`src/rtl/dl_tx_if.sv`:
```
// Downlink TX scheduler bus bundle: encoder handshakes, error injection, serializer stream, status.
interface dl_tx_if #(
  parameter int unsigned SER_W  = 10,
  parameter int unsigned ENC0_W = 10,
  parameter int unsigned ENC1_W = 6
);

  logic              enc0_req_i;
  logic [ENC0_W-1:0] enc0_word_i;
  logic              enc0_gnt_o;
  logic              enc0_rd_o;

  logic              enc1_req_i;
  logic [ENC1_W-1:0] enc1_word_i;
  logic              enc1_gnt_o;
  logic              enc1_rd_o;

  logic              err_inj_en_i;
  logic [SER_W-1:0]  err_inj_mask_i;

  logic              ser_valid_o;
  logic              ser_ready_i;
  logic [SER_W-1:0]  ser_data_o;
  logic              ser_sof_o;
  logic              ser_eof_o;
  logic              ser_ch_o;

  logic              busy_o;
  logic [15:0]       frame_cnt_o;

  // Scheduler side
  modport master (
    input  enc0_req_i, enc0_word_i, enc1_req_i, enc1_word_i,
    input  err_inj_en_i, err_inj_mask_i, ser_ready_i,
    output enc0_gnt_o, enc0_rd_o, enc1_gnt_o, enc1_rd_o,
    output ser_valid_o, ser_data_o, ser_sof_o, ser_eof_o, ser_ch_o,
    output busy_o, frame_cnt_o
  );

  // Encoder / serializer environment side
  modport slave (
    output enc0_req_i, enc0_word_i, enc1_req_i, enc1_word_i,
    output err_inj_en_i, err_inj_mask_i, ser_ready_i,
    input  enc0_gnt_o, enc0_rd_o, enc1_gnt_o, enc1_rd_o,
    input  ser_valid_o, ser_data_o, ser_sof_o, ser_eof_o, ser_ch_o,
    input  busy_o, frame_cnt_o
  );

endinterface

```
`src/rtl/dl_tx_scheduler.sv`:
```
// Downlink TX scheduler: round-robin arbitration between two encoders, then
// streams a preamble followed by the granted encoder's payload to the serializer.
module dl_tx_scheduler #(
  parameter int unsigned      SER_W      = 10,
  parameter int unsigned      ENC0_W     = 10,
  parameter int unsigned      ENC0_DEPTH = 8,
  parameter int unsigned      ENC1_W     = 6,
  parameter int unsigned      ENC1_DEPTH = 4,
  parameter int unsigned      PRE_CNT    = 4,
  parameter logic [SER_W-1:0] PRE_WORD   = 10'h2AA
) (
  input logic    clk,
  input logic    rst_n,
  dl_tx_if.master bus
);

  localparam int unsigned MAX_DEPTH = (ENC0_DEPTH > ENC1_DEPTH) ? ENC0_DEPTH : ENC1_DEPTH;
  localparam int unsigned WCW       = (MAX_DEPTH > 1) ? $clog2(MAX_DEPTH) : 1;
  localparam int unsigned PCW       = (PRE_CNT > 1) ? $clog2(PRE_CNT) : 1;

  localparam logic [1:0] ST_IDLE = 2'd0;
  localparam logic [1:0] ST_PRE  = 2'd1;
  localparam logic [1:0] ST_PAY  = 2'd2;

  localparam logic [WCW-1:0] LAST0    = WCW'(ENC0_DEPTH - 1);
  localparam logic [WCW-1:0] LAST1    = WCW'(ENC1_DEPTH - 1);
  localparam logic [PCW-1:0] PRE_LAST = PCW'(PRE_CNT - 1);

  logic [1:0]       state_q, state_d;
  logic             ch_q, ch_d;
  logic             last_ch_q, last_ch_d;
  logic [PCW-1:0]   pre_cnt_q, pre_cnt_d;
  logic [WCW-1:0]   word_cnt_q, word_cnt_d;
  logic             inj_en_q, inj_en_d;
  logic [SER_W-1:0] inj_mask_q, inj_mask_d;
  logic [15:0]      frame_cnt_q, frame_cnt_d;

  logic             active;
  logic             xfer;
  logic [WCW-1:0]   last_idx;
  logic [SER_W-1:0] ser_data;

  assign active   = (state_q != ST_IDLE);
  assign xfer     = active && bus.ser_ready_i;
  assign last_idx = ch_q ? LAST1 : LAST0;

  // Next-state logic: arbitration in IDLE, word counting in PREAMBLE/PAYLOAD
  always_comb begin
    state_d     = state_q;
    ch_d        = ch_q;
    last_ch_d   = last_ch_q;
    pre_cnt_d   = pre_cnt_q;
    word_cnt_d  = word_cnt_q;
    inj_en_d    = inj_en_q;
    inj_mask_d  = inj_mask_q;
    frame_cnt_d = frame_cnt_q;
    case (state_q)
      ST_IDLE: begin
        if (bus.enc0_req_i || bus.enc1_req_i) begin
          state_d    = ST_PRE;
          // Tie goes to the channel that did not send the previous frame
          ch_d       = (bus.enc0_req_i && bus.enc1_req_i) ? ~last_ch_q : bus.enc1_req_i;
          pre_cnt_d  = '0;
          inj_en_d   = bus.err_inj_en_i;
          inj_mask_d = bus.err_inj_mask_i;
        end
      end
      ST_PRE: begin
        if (xfer) begin
          if (pre_cnt_q == PRE_LAST) begin
            state_d    = ST_PAY;
            word_cnt_d = '0;
          end else begin
            pre_cnt_d = pre_cnt_q + PCW'(1);
          end
        end
      end
      ST_PAY: begin
        if (xfer) begin
          if (word_cnt_q == last_idx) begin
            state_d     = ST_IDLE;
            last_ch_d   = ch_q;
            frame_cnt_d = frame_cnt_q + 16'd1;
          end else begin
            word_cnt_d = word_cnt_q + WCW'(1);
          end
        end
      end
      default: state_d = ST_IDLE;
    endcase
  end

  // State and frame context registers
  always_ff @(posedge clk or negedge rst_n) begin
    if (!rst_n) begin
      state_q     <= ST_IDLE;
      ch_q        <= 1'b0;
      last_ch_q   <= 1'b1;
      pre_cnt_q   <= '0;
      word_cnt_q  <= '0;
      inj_en_q    <= 1'b0;
      inj_mask_q  <= '0;
      frame_cnt_q <= '0;
    end else begin
      state_q     <= state_d;
      ch_q        <= ch_d;
      last_ch_q   <= last_ch_d;
      pre_cnt_q   <= pre_cnt_d;
      word_cnt_q  <= word_cnt_d;
      inj_en_q    <= inj_en_d;
      inj_mask_q  <= inj_mask_d;
      frame_cnt_q <= frame_cnt_d;
    end
  end

  // Serializer word mux: preamble constant or pass-through encoder word with optional error on word 0
  always_comb begin
    ser_data = '0;
    if (state_q == ST_PRE) begin
      ser_data = PRE_WORD;
    end else if (state_q == ST_PAY) begin
      ser_data = ch_q ? SER_W'(bus.enc1_word_i) : SER_W'(bus.enc0_word_i);
      if (inj_en_q && (word_cnt_q == '0)) begin
        ser_data = ser_data ^ inj_mask_q;
      end
    end
  end

  assign bus.ser_valid_o = active;
  assign bus.busy_o      = active;
  assign bus.ser_data_o  = ser_data;
  assign bus.ser_sof_o   = (state_q == ST_PRE) && (pre_cnt_q == '0);
  assign bus.ser_eof_o   = (state_q == ST_PAY) && (word_cnt_q == last_idx);
  assign bus.ser_ch_o    = ch_q;
  assign bus.enc0_gnt_o  = active && !ch_q;
  assign bus.enc1_gnt_o  = active && ch_q;
  assign bus.enc0_rd_o   = (state_q == ST_PAY) && !ch_q && bus.ser_ready_i;
  assign bus.enc1_rd_o   = (state_q == ST_PAY) && ch_q && bus.ser_ready_i;
  assign bus.frame_cnt_o = frame_cnt_q;

endmodule

```
`src/flat_wrapper.sv`:
```
// flat-port wrapper written by rule: the top's interface ports become plain ports
module dl_tx_scheduler_flat 
#(
  parameter int unsigned      SER_W      = 10,
  parameter int unsigned      ENC0_W     = 10,
  parameter int unsigned      ENC0_DEPTH = 8,
  parameter int unsigned      ENC1_W     = 6,
  parameter int unsigned      ENC1_DEPTH = 4,
  parameter int unsigned      PRE_CNT    = 4,
  parameter logic [SER_W-1:0] PRE_WORD   = 10'h2AA
)
  (clk, rst_n, bus_enc0_req_i, bus_enc0_word_i, bus_enc1_req_i, bus_enc1_word_i, bus_err_inj_en_i, bus_err_inj_mask_i, bus_ser_ready_i, bus_enc0_gnt_o, bus_enc0_rd_o, bus_enc1_gnt_o, bus_enc1_rd_o, bus_ser_valid_o, bus_ser_data_o, bus_ser_sof_o, bus_ser_eof_o, bus_ser_ch_o, bus_busy_o, bus_frame_cnt_o);
  dl_tx_if #(.SER_W(SER_W), .ENC0_W(ENC0_W), .ENC1_W(ENC1_W)) bus_i ();
  input logic clk;
  input logic rst_n;
  input wire logic [$bits(bus_i.enc0_req_i)-1:0] bus_enc0_req_i;
  input wire logic [$bits(bus_i.enc0_word_i)-1:0] bus_enc0_word_i;
  input wire logic [$bits(bus_i.enc1_req_i)-1:0] bus_enc1_req_i;
  input wire logic [$bits(bus_i.enc1_word_i)-1:0] bus_enc1_word_i;
  input wire logic [$bits(bus_i.err_inj_en_i)-1:0] bus_err_inj_en_i;
  input wire logic [$bits(bus_i.err_inj_mask_i)-1:0] bus_err_inj_mask_i;
  input wire logic [$bits(bus_i.ser_ready_i)-1:0] bus_ser_ready_i;
  output wire logic [$bits(bus_i.enc0_gnt_o)-1:0] bus_enc0_gnt_o;
  output wire logic [$bits(bus_i.enc0_rd_o)-1:0] bus_enc0_rd_o;
  output wire logic [$bits(bus_i.enc1_gnt_o)-1:0] bus_enc1_gnt_o;
  output wire logic [$bits(bus_i.enc1_rd_o)-1:0] bus_enc1_rd_o;
  output wire logic [$bits(bus_i.ser_valid_o)-1:0] bus_ser_valid_o;
  output wire logic [$bits(bus_i.ser_data_o)-1:0] bus_ser_data_o;
  output wire logic [$bits(bus_i.ser_sof_o)-1:0] bus_ser_sof_o;
  output wire logic [$bits(bus_i.ser_eof_o)-1:0] bus_ser_eof_o;
  output wire logic [$bits(bus_i.ser_ch_o)-1:0] bus_ser_ch_o;
  output wire logic [$bits(bus_i.busy_o)-1:0] bus_busy_o;
  output wire logic [$bits(bus_i.frame_cnt_o)-1:0] bus_frame_cnt_o;
  assign bus_i.enc0_req_i = bus_enc0_req_i;
  assign bus_i.enc0_word_i = bus_enc0_word_i;
  assign bus_i.enc1_req_i = bus_enc1_req_i;
  assign bus_i.enc1_word_i = bus_enc1_word_i;
  assign bus_i.err_inj_en_i = bus_err_inj_en_i;
  assign bus_i.err_inj_mask_i = bus_err_inj_mask_i;
  assign bus_i.ser_ready_i = bus_ser_ready_i;
  assign bus_enc0_gnt_o = bus_i.enc0_gnt_o;
  assign bus_enc0_rd_o = bus_i.enc0_rd_o;
  assign bus_enc1_gnt_o = bus_i.enc1_gnt_o;
  assign bus_enc1_rd_o = bus_i.enc1_rd_o;
  assign bus_ser_valid_o = bus_i.ser_valid_o;
  assign bus_ser_data_o = bus_i.ser_data_o;
  assign bus_ser_sof_o = bus_i.ser_sof_o;
  assign bus_ser_eof_o = bus_i.ser_eof_o;
  assign bus_ser_ch_o = bus_i.ser_ch_o;
  assign bus_busy_o = bus_i.busy_o;
  assign bus_frame_cnt_o = bus_i.frame_cnt_o;
  dl_tx_scheduler #(.SER_W(SER_W), .ENC0_W(ENC0_W), .ENC0_DEPTH(ENC0_DEPTH), .ENC1_W(ENC1_W), .ENC1_DEPTH(ENC1_DEPTH), .PRE_CNT(PRE_CNT), .PRE_WORD(PRE_WORD)) u_core (.clk(clk), .rst_n(rst_n), .bus(bus_i));
endmodule
```
`config.mk`:
```
export PLATFORM = sky130hd
export DESIGN_NAME = dl_tx_scheduler_flat
export DESIGN_NICKNAME = d
export VERILOG_FILES = /design/src/rtl/dl_tx_if.sv /design/src/rtl/dl_tx_scheduler.sv /design/src/flat_wrapper.sv
export SDC_FILE = /design/constraint.sdc
export NUM_CORES = 1
export LEC_CHECK = 0
export CAP_MARGIN = 20
export CELL_PAD_IN_SITES_DETAIL_PLACEMENT = 0
export CELL_PAD_IN_SITES_GLOBAL_PLACEMENT = 1
export CORE_ASPECT_RATIO = 1.4
export CORE_UTILIZATION = 37
export CTS_CLUSTER_SIZE = 10
export DETAILED_ROUTE_END_ITERATION = 8
export GPL_TIMING_DRIVEN = 0
export PLACE_DENSITY_LB_ADDON = 0.1
export SYNTH_ARGS = -nofsm -noshare
export SYNTH_HDL_FRONTEND = slang
export SYNTH_SLANG_ARGS = --single-unit
```
`constraint.sdc`:
```
create_clock -name clk -period 5.05 [get_ports clk]
set_input_delay 0.505 -clock clk [delete_from_list [all_inputs] [get_ports clk]]
set_output_delay 0.505 -clock clk [all_outputs]
set_load 0.1 [all_outputs]
```
---- Yosys cells after proc, flatten, opt, wreduce, memory -nomap -nowiden ----
Index checks and enable logic that the tools add are counted.
storage, ports and cells
  input port bits ......................... 32
  logic and storage cells ................. 69
  register bits ........................... 36
  output and inout bits ................... 35
operators by class
  reductions and logical operators ........ 24
  bitwise logic cells ..................... 2
  eq/ne operators ......................... 11
  add/subtract/negate cells ............... 3
  mux-type cells .......................... 21
operator list
  cell                                                    count
  2-to-1 mux 10 bit                                       4
  adder 16 x 1 -> 16 bit (second input constant)          1
  2-to-1 mux 2 bit                                        8
  2-to-1 mux 3 bit                                        5
  logical AND 1 bit                                       11
  inequality test 2 x 1 -> 1 bit (second input constant)  5
  AND reduction 5 bit                                     2
  bitwise XOR 10 bit                                      1
  one-hot mux 2 bit (3 select lines)                      1
  one-hot mux 3 bit (2 select lines)                      1
  nonzero test 2 bit                                      3
  equality test 2 bit (second input constant)             2
  zero test 2 bit                                         2
  inequality test 2 bit (second input constant)           2
  one-hot mux 2 bit (2 select lines)                      1
  AND reduction 4 bit                                     1
  adder 3 x 1 -> 3 bit (second input constant)            1
  equality test 3 bit                                     1
  zero test 3 bit                                         1
  AND reduction 3 bit                                     1
  adder 2 x 1 -> 2 bit (second input constant)            1
  equality test 2 x 1 -> 1 bit (second input constant)    1
  AND reduction 2 bit                                     1
  zero test 1 bit                                         1
  3 further kinds                                         3

---- Longest topological paths before layout ----
  word-level depth ........................ 5
  depth in mapped cells ................... 7
  mapped depth without buffers ............ 6

---- Worst setup path after synthesis ----
OpenSTA, ideal clock, no wires.
  kind .................................... register to output
  start point ............................. register u_core.ch_q (netlist: u_core.bus.ser_ch_o)
  end point ............................... output port bus_ser_data_o[0]
  cell stages (with the launch flop) ...... 6
  buffers on the path ..................... 2
  data arrival time ....................... 3,035 ps
  setup slack ............................. 1,510 ps
  path through ............................ dfrtp_1 buf_6 clkbuf_1 mux2i_1 xnor2_1 nor2_1
on the way
  word-level cells in the longest chain between the ends .. 5
RTL lines
  item                    RTL line                text
  start, declared         dl_tx_scheduler.sv:30   logic ch_q, ch_d;
  start signal, assigned  dl_tx_scheduler.sv:106  ch_q <= ch_d;
  2-to-1 mux 10 bit (*)   dl_tx_scheduler.sv:122  ser_data = ch_q ? SER_W'(bus.enc1_word_i) : SER_W'(bus.enc0_word_i);
  bitwise XOR 10 bit      dl_tx_scheduler.sv:124  ser_data = ser_data ^ inj_mask_q;
  2-to-1 mux 10 bit (*)   dl_tx_scheduler.sv:123  if (inj_en_q && (word_cnt_q == '0)) begin
  2-to-1 mux 10 bit (*)   dl_tx_scheduler.sv:121  end else if (state_q == ST_PAY) begin
  2-to-1 mux 10 bit (*)   dl_tx_scheduler.sv:119  if (state_q == ST_PRE) begin
  end, declared           flat_wrapper.sv:28      output wire logic [$bits(bus_i.ser_data_o)-1:0] bus_ser_data_o;
Mark *: on every way between the ends. The rest lies on a longest branch, timed or not.

---- Final worst setup path ----
  start point ............................. register u_core.word_cnt_q[0]
  end point ............................... output port bus_ser_data_o[7]
on the way
  word-level cells in the longest chain between the ends .. 5
RTL lines
  item                    RTL line                text
  start, declared         dl_tx_scheduler.sv:33   logic [WCW-1:0] word_cnt_q, word_cnt_d;
  start signal, assigned  dl_tx_scheduler.sv:109  word_cnt_q <= word_cnt_d;
  zero test 3 bit         dl_tx_scheduler.sv:123
  logical AND 1 bit       dl_tx_scheduler.sv:123
  2-to-1 mux 10 bit       dl_tx_scheduler.sv:123
  2-to-1 mux 10 bit       dl_tx_scheduler.sv:121
  2-to-1 mux 10 bit       dl_tx_scheduler.sv:119
No other way between the ends.

==> impl_metrics.yaml <==
sta:
  fin_ws_ps: 1520
  min_period_ps: 3530
  setup_viol_count_final: 0
  worst_slew_pin_slew_ps: 984
  rsz0062_at_grt: "false"
  hold_viol: 0
  maxSlewViolCount: 0
  tns_ps: 0
  fin_crit_sh_pct: 69.9
  clock_skew_ps: 8.59
  clock.fmax_ghz: 0.283
  relSlewSlack_pct: 34.2
power_and_ir_drop:
  peakVddDrop_mv: 0.204
  power.density_nw_per_um2: 619
  leakage_uw: 0.00128
synth:
  ys.flop_type: "dfrtp_1"
  synth_area_leaders: "dfrtp_1 42%, xnor2_1 7.2%, mux2_2 6.5%"
  synth.largest_area_cell: "dfrtp_1"
  synthArstFlopShare_pct: 100
  syn_nets: 241
  synthCells: 199
  synth.yosys.seq_area_share_pct: 43.6
  synth_top_area_share_pct: 42.3
  syn-cell-area_um2: 2070
  avgSynthCellArea_um2: 10.4
  ys_ff_latch: 36
  synth_edf_count: 0
  synth.most_common_cell: "dfrtp_1"
  synth_commonest_cells: "35 x dfrtp_1, 25 x nand2_1, 17 x xnor2_1"
  ys.warnings.count: 0
  synthDistinctLibCells: 38
setup_path:
  critical_path_required_ps: 4550
  timing.rr.end: "u_core.bus.frame_cnt_o[15]"
  ff2ff_path_depth: 6
  cpPeakStageDelay_ps: 1120
  r2r_setup_slack_ps: 2700
  crit_chain: "inv_1, ha_1, and3b_1, clkbuf_1, nand2_1, xnor2_1, a21o_1, clkdlybuf4s50_1"
  r2r-start: "u_core.state_q[1]"
  crit_path_start_kind: "flip-flop"
  cp_slowest_cell: "clkdlybuf4s50_1"
  end_kind: "primary output"
  crit_arrival_ps: 3020
  cp_max_fo: 10
  crit_type: "reg2out"
finish:
  antenna_cells: 0
  drive_gt1_share_pct: 9.89
  seq_area_um2: 902
  multiInputGateArea_um2: 1100
  area_delta_synth_final_pct: 39.8
  final_area_um2: 2890
  fillCellCount: 519
  fin_cells: 339
  nets: 314
clock_network:
  max-clock-path-buffers: 2
  hold_buffers: 0
  clk_pin_slew_ps: 80
  cts_inserted_buffers: 5
  cts.sinks: 36
  htree_levels: 2
  clock-root-buffer: "clkbuf_8"
  clock_latency_ps: 290
  cts_resized: 0
  cts_setup_buffers: 0
  cts_tree: "yes"
grt:
  grt.overflow.total: 0
  grt_max_degree: 37
  grt_pass1_vias: 1581
  antenna_found_initial: 0
  grt_pass1_wl_um: 7710
  track_usage_pct: 16.9
drt:
  dr_total_vias: 1641
  wl_per_cell_um: 13.8
  vias_per_cell: 4.84
  first_iter_violations: 66
  drt-pass1-iter-count: 4
  route.detailed.drc: 0
  totalWireLength_um: 4680
  antenna_left: 0
floorplanning:
  pin_count: 67
  std_cell_rows: 31
  core_um2: 5280
  die_w_um: 65.2
  die_h_um: 90.5
  start_util_pct: 39.3
  dieArea_um2: 5900
hold_path:
  min-delay-path-class: "in2async"
placement:
  placed_cells: 331
  gp_congestion: 0.755
  place_ws_ps: 1820
  portBuffers: 66
  place_area_um2: 2810
  hpwl_um: 3480
outcome:
  status: "complete, no violations"
job:
  drv_cap: 0
==> per-layer routing <==
metal / up-vias / GRT usage, % / wire (um)
met5: - / 0 / 0
met2: 46 / 29.3 / 2460
met3: 4 / 4.17 / 303
met4: 0 / 4.35 / 46
met1: 779 / 20.4 / 1870
li1: 812 / - / -
==> critical path, delay by kind of cell (launching register included) <==
| family | cells | cell delay, ps |
|---|---|---|
| buffers and inverters | 3 | 1570 |
| AOI/OAI and AO/OA | 1 | 130 |
| adders and majority gates | 1 | 140 |
| DFF | 1 | 410 |
| and+or+nand+nor | 2 | 300 |
| xor gates and xnor gates | 1 | 190 |
==> worst max-delay path by stage <==
stage / slack [ps] / endpoint / cells after the start / from
final: 1520 / bus_ser_data_o[7] / 8 / u_core.word_cnt_q[0]
after global routing: 1300 / bus_ser_data_o[1] / 8 / u_core.word_cnt_q[0]
after CTS: 1500 / bus_ser_data_o[7] / 8 / u_core.word_cnt_q[0]
after detailed placement: 1820 / bus_ser_data_o[7] / 8 / u_core.word_cnt_q[0]
after floorplan: 1510 / bus_ser_data_o[0] / 5 / u_core.bus.ser_ch_o
after global placement: 1840 / bus_ser_data_o[1] / 8 / u_core.word_cnt_q[0]
==> cells in the final DEF, fill, tap and decap left out, types with 6 or more instances in the layout <==
master | synthesis | routed
nand2_1 | 25 | 25
nand3_1 | 6 | 6
inv_1 | 8 | 8
ha_1 | 10 | 10
xnor2_1 | 17 | 17
dfrtp_1 | 35 | 35
clkdlybuf4s50_1 | 0 | 65
mux2i_1 | 11 | 11
clkbuf_1 | 5 | 7
nand2b_1 | 6 | 6
nor2_1 | 11 | 11
mux2_2 | 12 | 12
xor2_1 | 9 | 9
==> final cells by class <==
class,instances,share of cell area (%)
multi-input cells,147,37.9
flip-flops and latches,36,31.2
repair buffers,66,22.7
well taps,66,2.85
clock buffers,7,2.64
plain buffers,8,1.43
inverters,8,1.04
clock inverters,1,0.303
==> registers in the layout, summed over array words and instances, names as in the netlist <==
register                flops
u_core.inj_en_q             1
u_core.state_q              2
u_core.last_ch_q            1
u_core.inj_mask_q          10
u_core.pre_cnt_q            2
u_core.word_cnt_q           3
u_core.bus.frame_cnt_o     16
u_core.bus.ser_ch_o         1
==> through the flow <==
step	power [uW]	hold WS [ps]	util, %
2_1_floorplan	1350	209	-
3_3_place_gp	1600	446	53.3
3_5_place_dp	1610	452	53.2
4_1_cts	1810	338	54.9
5_1_grt	1890	381	54.9
6_report	1790	306	54.9
==> report_power, final <==
group | total (uW) | internal, uW | leakage, uW | switching [uW]
registers | 393 | 355 | 0.000467 | 37.7
logic | 1200 | 377 | 0.000767 | 819
clock network | 202 | 98.5 | 0.0000424 | 103
==> cells by family after synthesis <==
logic type	synth area share, %
flip-flops	43.6
multiplexers	12.6
AND/OR/NAND/NOR	17.6
adder cells (fa/ha/maj)	6.04
AO/OA/AOI/OAI	4.95
buffers and inverters	3.44
XOR/XNOR	11.8
Note: power is estimated with default switching activity, not from simulation.
